$ cat src/rtl/block_fifo.sv
// Block FIFO between the receive block assembler and the downstream consumer.
// First-word fall-through, sticky overflow flag and saturating drop counter.
module block_fifo #(
    parameter int WIDTH = 64,
    parameter int DEPTH = 4,
    parameter int CW    = 3
) (
    input  logic             clk,
    input  logic             rst,
    input  logic             push,
    input  logic [WIDTH-1:0] push_data,
    input  logic             out_ready,
    input  logic             clr_ovf,
    output logic             out_valid,
    output logic [WIDTH-1:0] out_data,
    output logic             full,
    output logic [CW-1:0]    count,
    output logic             overflow,
    output logic [7:0]       drop_cnt
);
    localparam int AW = $clog2(DEPTH);

    logic [WIDTH-1:0] mem_q [DEPTH];
    logic [AW-1:0]    wp_q, wp_d;
    logic [AW-1:0]    rp_q, rp_d;
    logic [CW-1:0]    count_q, count_d;
    logic             ovf_q, ovf_d;
    logic [7:0]       drop_q, drop_d;

    logic is_full, is_empty, pop, accept, dropped;

    // Status comes from the registered count only, so outputs have no
    // combinational dependence on push or out_ready.
    assign is_full  = (count_q == CW'(DEPTH));
    assign is_empty = (count_q == '0);
    assign pop      = !is_empty && out_ready;
    assign accept   = push && (!is_full || pop);
    assign dropped  = push && is_full && !pop;

    always_comb begin
        wp_d    = wp_q;
        rp_d    = rp_q;
        count_d = count_q;
        ovf_d   = ovf_q;
        drop_d  = drop_q;

        if (accept) wp_d = wp_q + AW'(1);
        if (pop)    rp_d = rp_q + AW'(1);

        if (accept && !pop)      count_d = count_q + CW'(1);
        else if (pop && !accept) count_d = count_q - CW'(1);

        // A clear in the same cycle as a drop wins.
        if (clr_ovf) begin
            ovf_d  = 1'b0;
            drop_d = 8'd0;
        end else if (dropped) begin
            ovf_d = 1'b1;
            if (drop_q != 8'hFF) drop_d = drop_q + 8'd1;
        end
    end

    always_ff @(posedge clk) begin
        if (rst) begin
            wp_q    <= '0;
            rp_q    <= '0;
            count_q <= '0;
            ovf_q   <= 1'b0;
            drop_q  <= 8'd0;
        end else begin
            wp_q    <= wp_d;
            rp_q    <= rp_d;
            count_q <= count_d;
            ovf_q   <= ovf_d;
            drop_q  <= drop_d;
        end
    end

    // Storage needs no reset; its contents are only observed behind out_valid.
    always_ff @(posedge clk) begin
        if (!rst && accept) mem_q[wp_q] <= push_data;
    end

    assign out_valid = !is_empty;
    assign out_data  = mem_q[rp_q];
    assign full      = is_full;
    assign count     = count_q;
    assign overflow  = ovf_q;
    assign drop_cnt  = drop_q;
endmodule

$ cat config.mk
export PLATFORM = sky130hd
export DESIGN_NAME = block_fifo
export DESIGN_NICKNAME = d
export VERILOG_FILES = /design/src/rtl/block_fifo.sv
export SDC_FILE = /design/constraint.sdc
export NUM_CORES = 1
export LEC_CHECK = 0
export ABC_AREA = 1
export BUFFER_PORTS_ARGS = -buffer_cell sky130_fd_sc_hd__buf_2
export CAP_MARGIN = 20
export CORE_AREA = 8 8 183 185
export DETAILED_ROUTE_END_ITERATION = 10
export DIE_AREA = 0 0 191 193
export PLACE_DENSITY = 0.65
export RECOVER_POWER = 100
export SKIP_CTS_REPAIR_TIMING = 1
export SYNTH_ARGS = -nofsm -noshare
export SYNTH_HDL_FRONTEND = slang
export SYNTH_SLANG_ARGS = --single-unit
export TNS_END_PERCENT = 20
$ cat constraint.sdc
create_clock -name clk -period 5.4 [get_ports clk]
set_input_delay 0.27 -clock clk [delete_from_list [all_inputs] [get_ports clk]]
set_output_delay 0.27 -clock clk [all_outputs]
set_load 0.005 [all_outputs]
# Word-level counts from Yosys, hierarchy flattened
# Memories as Yosys holds them, arrays and structs flattened. A register that Yosys moved wholly into a read port is not among the register bits.
# Index checks and enable logic that the tools add are counted.
# totals
reg_bits	16
mem_bits_rw	256
inputBits	69
out_inout_bits	78
elab_cells	36
mem_count	1
# mem_list
memory	depth	word_bits	rd	rd_ports_with_merged_regs	wr	line	text
mem_q	4	64	1	1	1	23	logic [WIDTH-1:0] mem_q [DEPTH];
# classes
add_sub_neg	5
eq_ne	2
mux	6
reduce_logical	17
# op_table
op	count
8-bit by 1-bit adder with 8-bit output (second input constant)	1
8-bit != test (second input constant)	1
1-bit logical AND	7
3-bit two-way mux	2
1-bit logical NOT	5
2-bit by 1-bit adder with 2-bit output (second input constant)	2
2-bit two-way mux	2
3-bit by 1-bit adder with 3-bit output (second input constant)	1
3-bit == test (second input constant)	1
3-bit logical NOT	1
3-bit by 1-bit subtractor with 3-bit output (second input constant)	1
1-bit two-way mux	2
2-bit AND reduction	1
2-bit nonzero test	1
2-bit OR reduction	1
1-bit logical OR	1

# Longest topological paths before layout
# Gate-level depths: netlist of the first run.
# depth
word_depth	9
ltp_mapped	12
depth_no_buf	12

# Least setup slack after synthesis of the first run
# OpenSTA, ideal clock, no wires.
# synth_path
path_kind	reg-to-reg
start	reg count_q[0], in the netlist count[0]
end	mem mem_q[0][0], enable pin
setup_ps	486
arrival_time_ps	3563
path_slack_ps	1350
stages_incl_launch_ff	7
cell_sequence	dfxtp_1 > nor2_4 > nand3_2 > nand2_1 > inv_1 > nand2_1 > nor2_1
# synth_via
elab_chain_cells	8
word_cells_on_any_way	10
# synth_lines
item	line	text
start: declaration	26	logic [CW-1:0] count_q, count_d;
start signal: assignment	73	count_q <= count_d;
3-bit logical NOT	35	assign is_empty = (count_q == '0);
1-bit logical NOT	36	assign pop = !is_empty && out_ready;
1-bit logical AND	36	
1-bit logical OR (*)	37	assign accept = push && (!is_full || pop);
1-bit logical AND (*)	37	
1-bit logical AND (*)	81	if (!rst && accept) mem_q[wp_q] <= push_data;
1-bit two-way mux (*)	81	
1-bit two-way mux (not written as such) (*)	81	
end: declaration	23	
# Mark *: on every way between the ends. The rest lies on a longest branch, timed or not.

# Final worst setup path of the first run
# layout_path
start	reg count_q[0], in the netlist count[0]
end	mem mem_q[2][53], enable pin
# The elaborated chain is that of the path after synthesis.

==> run summary, run 1 <==
Outcome: finished with violations
Violated checks: capacitance limit, slew limit
Critical-path cell list: nor2_1, nand3_1, nand2_1, inv_1, nand2_1, nor2_4, clkbuf_1
Syn nets: 839
Fin crit share: 72.3%
Fin. Hold Viols: 0
Die height: 193 um
Crit path time final: 3.91 ns
Post-synth top flop: edfxtp_1
Max-cap violations: 4
Root buffer cell: clkbuf_16
Crit path largest cell delay: 1.57 ns
Mean Syn Cell Area: 13.8 um^2
Netlist Area Pre-Place: 10500 um^2
Hold_sp: push
Top post-synthesis cells by count: edfxtp_1, nor2_1, o21ai_0
Worst setup path endpoint: mem_q[2][53]$_DFFE_PP_
CTS tree: yes
Clock-pin slew on the worst setup and hold paths: 0.06 ns
Total grt overflow: 0
Share of layout cells above drive strength 1: 7.24%
Async set-reset flop share out of synthesis: 0%
Worst Setup SP: count[0]$_SDFFE_PP0P_
Unrepaired setup endpoints after global routing: false
R2r setup slk: 1.49 ns
CP Capture Type: register
DIE WIDTH: 191 um
Post-DP HPWL: 14500 um
Number of port buffers: 146
Worst hold slack: 0.0963 ns
Clock share of power: 35.8%
Gr usage total: 12.5%
Req. time, crit path: 5.50 ns
Gpl congestion: 0.792
Die Area: 36900 um^2
Cell count after synthesis: 763
Synth top area cells: edfxtp_1, nor2_1, o22ai_1
Finished Cell Area: 12900 um^2
Final antenna-violating net count: 0
Synth Register Bits: 274
Starting Density: 34.0%
FMAX: 256 MHz
Synthesis-to-layout area growth: 23.3%
Final Util: 42.0%
Placement Rows: 65
Fin nets: 1048
Setup Viol. Count Final: 0
Crit path DAT: 4.01 ns
Biggest area consumer among synthesized cells: edfxtp_1
Sw Share: 27.6%
Comb pwr share: 18.4%
Int Power: 3950 uW
Num ports: 147
Drt first-iter violations: 337
Worst-margin pin slew: 2.18 ns
# H-tree levels: 1
Sequential-to-total area share from yosys stat: 76.7%
Worst vdd ir: 0.232 mV
Warnings, synthesis: 0
Vias in the first global route: 6510
Avg Vias per Cell: 4.82
Largest net degree at the start of global routing: 103
Cell Pwr Density: 421 nW/um^2
Crit Path Class: reg2reg
Worst Skew: 0.0198 ns
Min-Delay Path Depth: 3
HP Class: in2reg
Area of placed instances: 11500 um^2
Max Buffers Root-to-Sink: 3
R2R depth: 7
DRC Markers: 0
Yosys cell types: 28
Most frequent CP cell: nand2_1
Post-route setup TNS: 0 ns
CP Max Fanout: 33
Sequential power share: 45.8%
Worst skew pair latency: 0.54 ns
Drt first pass iters: 4
Slew Limit Headroom: -45.9%
Clock sinks: 274
# fillers: 2852
Global-route wire length before repair: 36300 um
Pins Over Slew Limit: 227
Post-synth EDFFs: 256
Drt wl/cell: 17.4 um
Core Box Area: 30800 um^2
Startpoint types: register
Initial antenna violation count: 3
Sw Pwr: 1500 uW
Post-Route WL: 24400 um
Leak: 0.00426 uW
Most common cell in the netlist: edfxtp_1
RR Startpoint: count[0]$_SDFFE_PP0P_
Share of Yosys cell area claimed by the top area cell type: 73.3%
CTS buffer count: 29
Via count: 6740
Slowest cell on crit path: clkbuf_1
Worst reg2reg endpoint: mem_q[2][53]$_DFFE_PP_
[cell type report]
type                    instances  area (um^2)  share of cell area, %
well taps                     402          503                   3.89
clock buffers                  43          808                   6.25
inverters                      27          104                  0.803
clock inverters                10          136                   1.05
repair buffers                219         1270                   9.79
flip-flops and latches        274         8050                   62.3
diodes                          3         7.51                 0.0580
multi-input cells             421         2060                   15.9
[layer usage]
layer | part of all wire [%] | GRT usage, % | up-vias | wire length [um]
met5 | 0 | 0 | - | 0
met4 | 1.3 | 3.46 | 0 | 329
met3 | 8.0 | 4.86 | 30 | 1940
met2 | 49 | 21.5 | 174 | 12000
met1 | 42 | 14.4 | 3289 | 10200
li1 | - | - | 3247 | -
[through the flow]
stage | instances | total power (uW) | worst slack [ns]
finish | 1399 | 5450 | 1.49
floorplan | 763 | 3170 | 1.35
detailed placement | 1278 | 3590 | 2.43
global placement | 1278 | 3570 | 2.53
global route | 1399 | 5720 | 1.18
CTS | 1331 | 5550 | 2.23
[critical path: cells and delay by family (launching register included)]
kind                   cells  cell delay, ns
buffers and inverters      2            1.67
AND/OR/NAND/NOR            5            1.35
flip-flops                 1            0.44
[power by group through the flow]
stage | registers, uW | clock network, uW | logic [uW]
final | 2490 | 1950 | 1000
after global routing | 2510 | 2070 | 1140
after CTS | 2500 | 2000 | 1050
after detailed placement | 2540 | 0 | 1050
after global placement | 2540 | 0 | 1030
after floorplan | 2520 | 0 | 651
[sequential cells by signal, summed over array words and instances, names as in the netlist, named ones only]
name,cells
count,3
drop_cnt,8
mem_q,256
overflow,1
rp_q,2
wp_q,2
[placed cells by master (no fill, tap or decap), types with 3 or more instances in the layout]
cell type	n
edfxtp_1	256
nor2_1	150
clkbuf_1	141
o21ai_0	78
dlygate4sd3_1	65
o22ai_1	64
o21ai_1	57
nand2_1	32
clkbuf_16	29
inv_1	25
dfxtp_1	16
buf_2	16
nand3_1	11
a21oi_1	9
ha_1	6
clkbuf_2	5
diode_2	3
bufinv_16	3
clkbuf_8	3
buf_4	3
[cell families (layout without fill, tap and decap cells)]
logic type      count (synthesis)  count (layout)  synth area share, %
other cells                     0               3                    0
flops                         274             274                 76.7
compound gates                209             209                 10.8
simple gates                  203             203                 7.83
xor+xnor                        2               2                0.167
buf+inv                        68             299                 3.61
fa+ha+maj                       7               7                0.906
[worst min path at each step]
stage,end
CTS,count[0]$_SDFFE_PP0P_
global placement,overflow$_SDFFE_PP0P_
finish,wp_q[1]$_SDFFE_PP0N_
floorplan,count[0]$_SDFFE_PP0P_
detailed placement,register
global route,wp_q[0]$_SDFFE_PP0N_
Note: power is estimated with default switching activity, not from simulation.
==> run 2: changes to the inputs <==
- PLACE_DENSITY: 0.65 -> 0.66
- clock period: 5.4 -> 3.5 ns (I/O delays scaled with it)
==> run summary, run 2 (synthesized netlist as in run 1, its figures left out) <==
Slowest cell on crit path: clkbuf_2
Antenna cells: 0 (-3)
Setup Viol. Count Final: 0 (unchanged)
Vias in the first global route: 6456 (-0.83%)
Sequential power share: 47.4% (+1.6 points)
Clock sinks: 274 (unchanged)
Starting Density: 34.0% (unchanged)
Placed Cells: 1285 (+0.55%)
Critical-path cell list: clkbuf_2, o21ai_0, o22ai_1, buf_2
Total grt overflow: 0 (unchanged)
Worst vdd ir: 0.388 mV (+67%)
Met3 global-route usage: 4.48% (-0.38 points)
Finished Cell Area: 12900 um^2 (-0.48%)
CP Max Fanout: 58 (+76%)
Worst slack at placement: 1.31 ns (-1.12 ns)
Drt first-iter violations: 363 (+7.7%)
Global-route wire length before repair: 36100 um (-0.74%)
Root buffer cell: clkbuf_16
Pins Over Slew Limit: 23 (-90%)
Die Area: 36900 um^2 (unchanged)
Drt wl/cell: 17.2 um (-1.6%)
Max-cap violations: 1 (-3)
Fin crit share: 81.3%
Fin cells: 1402 (+0.21%)
Initial antenna violation count: 1 (-2)
CP Capture Type: output pin
Core Box Area: 30800 um^2 (unchanged)
Share of layout cells above drive strength 1: 8.00% (+0.76 points)
Crit path DAT: 2.67 ns (-1.34 ns)
Area of placed instances: 11600 um^2 (+0.46%)
Int Power: 5810 uW (+47%)
# H-tree levels: 1 (unchanged)
Number of port buffers: 146 (unchanged)
Setup WS post-layout: 0.655 ns (-0.839 ns)
Most frequent cells in the layout: edfxtp_1, nor2_1, clkbuf_1
Req. time, crit path: 3.32 ns (-2.18 ns)
Gpl congestion: 0.823 (+3.9%)
DIE WIDTH: 191 um (unchanged)
Final antenna-violating net count: 0 (unchanged)
Leak: 0.00425 uW (-0.20%)
Worst Skew: 0.00764 ns (-0.0121 ns)
Crit path time final: 2.84 ns
Unrepaired setup endpoints after global routing: false
Worst skew pair latency: 0.53 ns (about the same)
Num ports: 147 (unchanged)
Synthesis-to-layout area growth: 22.7%
Placement Rows: 65 (unchanged)
Die height: 193 um (unchanged)
Largest register FFs: 256 (unchanged)
Post-DP HPWL: 14500 um (+0.40%)
CTS buffer count: 29 (unchanged)
GRT met2 Usage: 20.2% (-1.3 points)
Fin nets: 1055 (+0.67%)
Post-route setup TNS: 0 ns (unchanged)
Largest net degree at the start of global routing: 65 (-37%)
Crit path largest cell delay: 0.87 ns (-0.70 ns)
Gr usage total: 12.4% (-0.13 points)
Clock share of power: 33.4% (-2.4 points)
Worst-margin pin slew: 1.51 ns (-0.673 ns)
GRT busiest layer: met2
Sw Pwr: 2310 uW (+54%)
Worst hold slack: 0.0129 ns (-0.0834 ns)
Startpoint types: register
CTS tree: yes
Most common cell after layout, fill and taps aside: edfxtp_1
# fillers: 2836 (-0.56%)
Violated checks: capacitance limit, slew limit
Fin. Hold Viols: 0 (unchanged)
Avg Vias per Cell: 4.81 (-0.18%)
Clock-pin slew on the worst setup and hold paths: 0.06 ns (about the same)
Comb pwr share: 19.2% (+0.8 points)
Most flop-heavy register: mem_q
Drt first pass iters: 7 (+3)
Cell Pwr Density: 630 nW/um^2 (+50%)
Sw Share: 28.4% (+0.86 points)
FMAX: 352 MHz
Max Buffers Root-to-Sink: 3 (unchanged)
Outcome: finished with violations
Slew Limit Headroom: -0.455% (+45 points)
Post-Route WL: 24100 um (-1.4%)
Crit Path Class: reg2out
HP Class: in2reg
DRC Markers: 0 (unchanged)
GR met1 Demand/Resource: 15.4% (+1.0 points)
Via count: 6742 (+0.030%)
run 2: cell count changes in the layout (fill, tap and decap cells not counted), moves of 2 or more:
cell       change
clkbuf_2       +5
diode_2        -3
buf_2          +3
buf_4          +2
bufinv_16      -3
clkbuf_1       -3
clkbuf_8       -3
clkinv_1       +2
clkinv_2       +2
run 2: power groups by stage:
stage               Clock (uW)  Sequential [uW]  Combinational (uW)
floorplan                    0             3890                1000
global route              2900             3860                1770
CTS                       2790             3850                1630
global placement             0             3910                1600
finish                    2710             3840                1560
detailed placement           0             3920                1630
run 2: through the flow:
stage	utilization (%)	total power, uW
detailed placement	37.6	5540
CTS	40.4	8270
finish	41.8	8110
floorplan	-	4900
global route	41.8	8530
global placement	37.6	5510
run 2: final timing paths:
path	from	to	slack, ns	cells past startpoint
max	register	out_data[58]	0.66	4
min	clr_ovf	drop_cnt[3]$_SDFFE_PP0P_	0.01	4
max reg2reg	count[0]$_SDFFE_PP0P_	mem_q[2][33]$_DFFE_PP_	0.72	7
min reg2reg	rp_q[1]$_SDFFE_PP0N_	register	0.46	2
run 2: cell type report:
| class | instances | area [um^2] | share of cell area, % |
|---|---|---|---|
| flip-flops and latches | 274 | 8050 | 62.6 |
| inverters | 27 | 104 | 0.807 |
| multi-input cells | 421 | 2060 | 16.0 |
| clock buffers | 40 | 767 | 5.96 |
| clock inverters | 12 | 71.3 | 0.554 |
| well taps | 402 | 503 | 3.91 |
| repair buffers | 226 | 1310 | 10.2 |
run 2: routing by layer:
layer,wire length (um),up-vias
met5,10,-
met4,380,2
met1,10300,3256
met2,11400,202
met3,2010,36
li1,-,3246
run 2: critical path: cells and delay by family (launching register included):
kind | cells | cell delay [ns]
buffers and inverters | 2 | 1.05
AO/OA/AOI/OAI | 2 | 0.55
flip-flops | 1 | 0.51
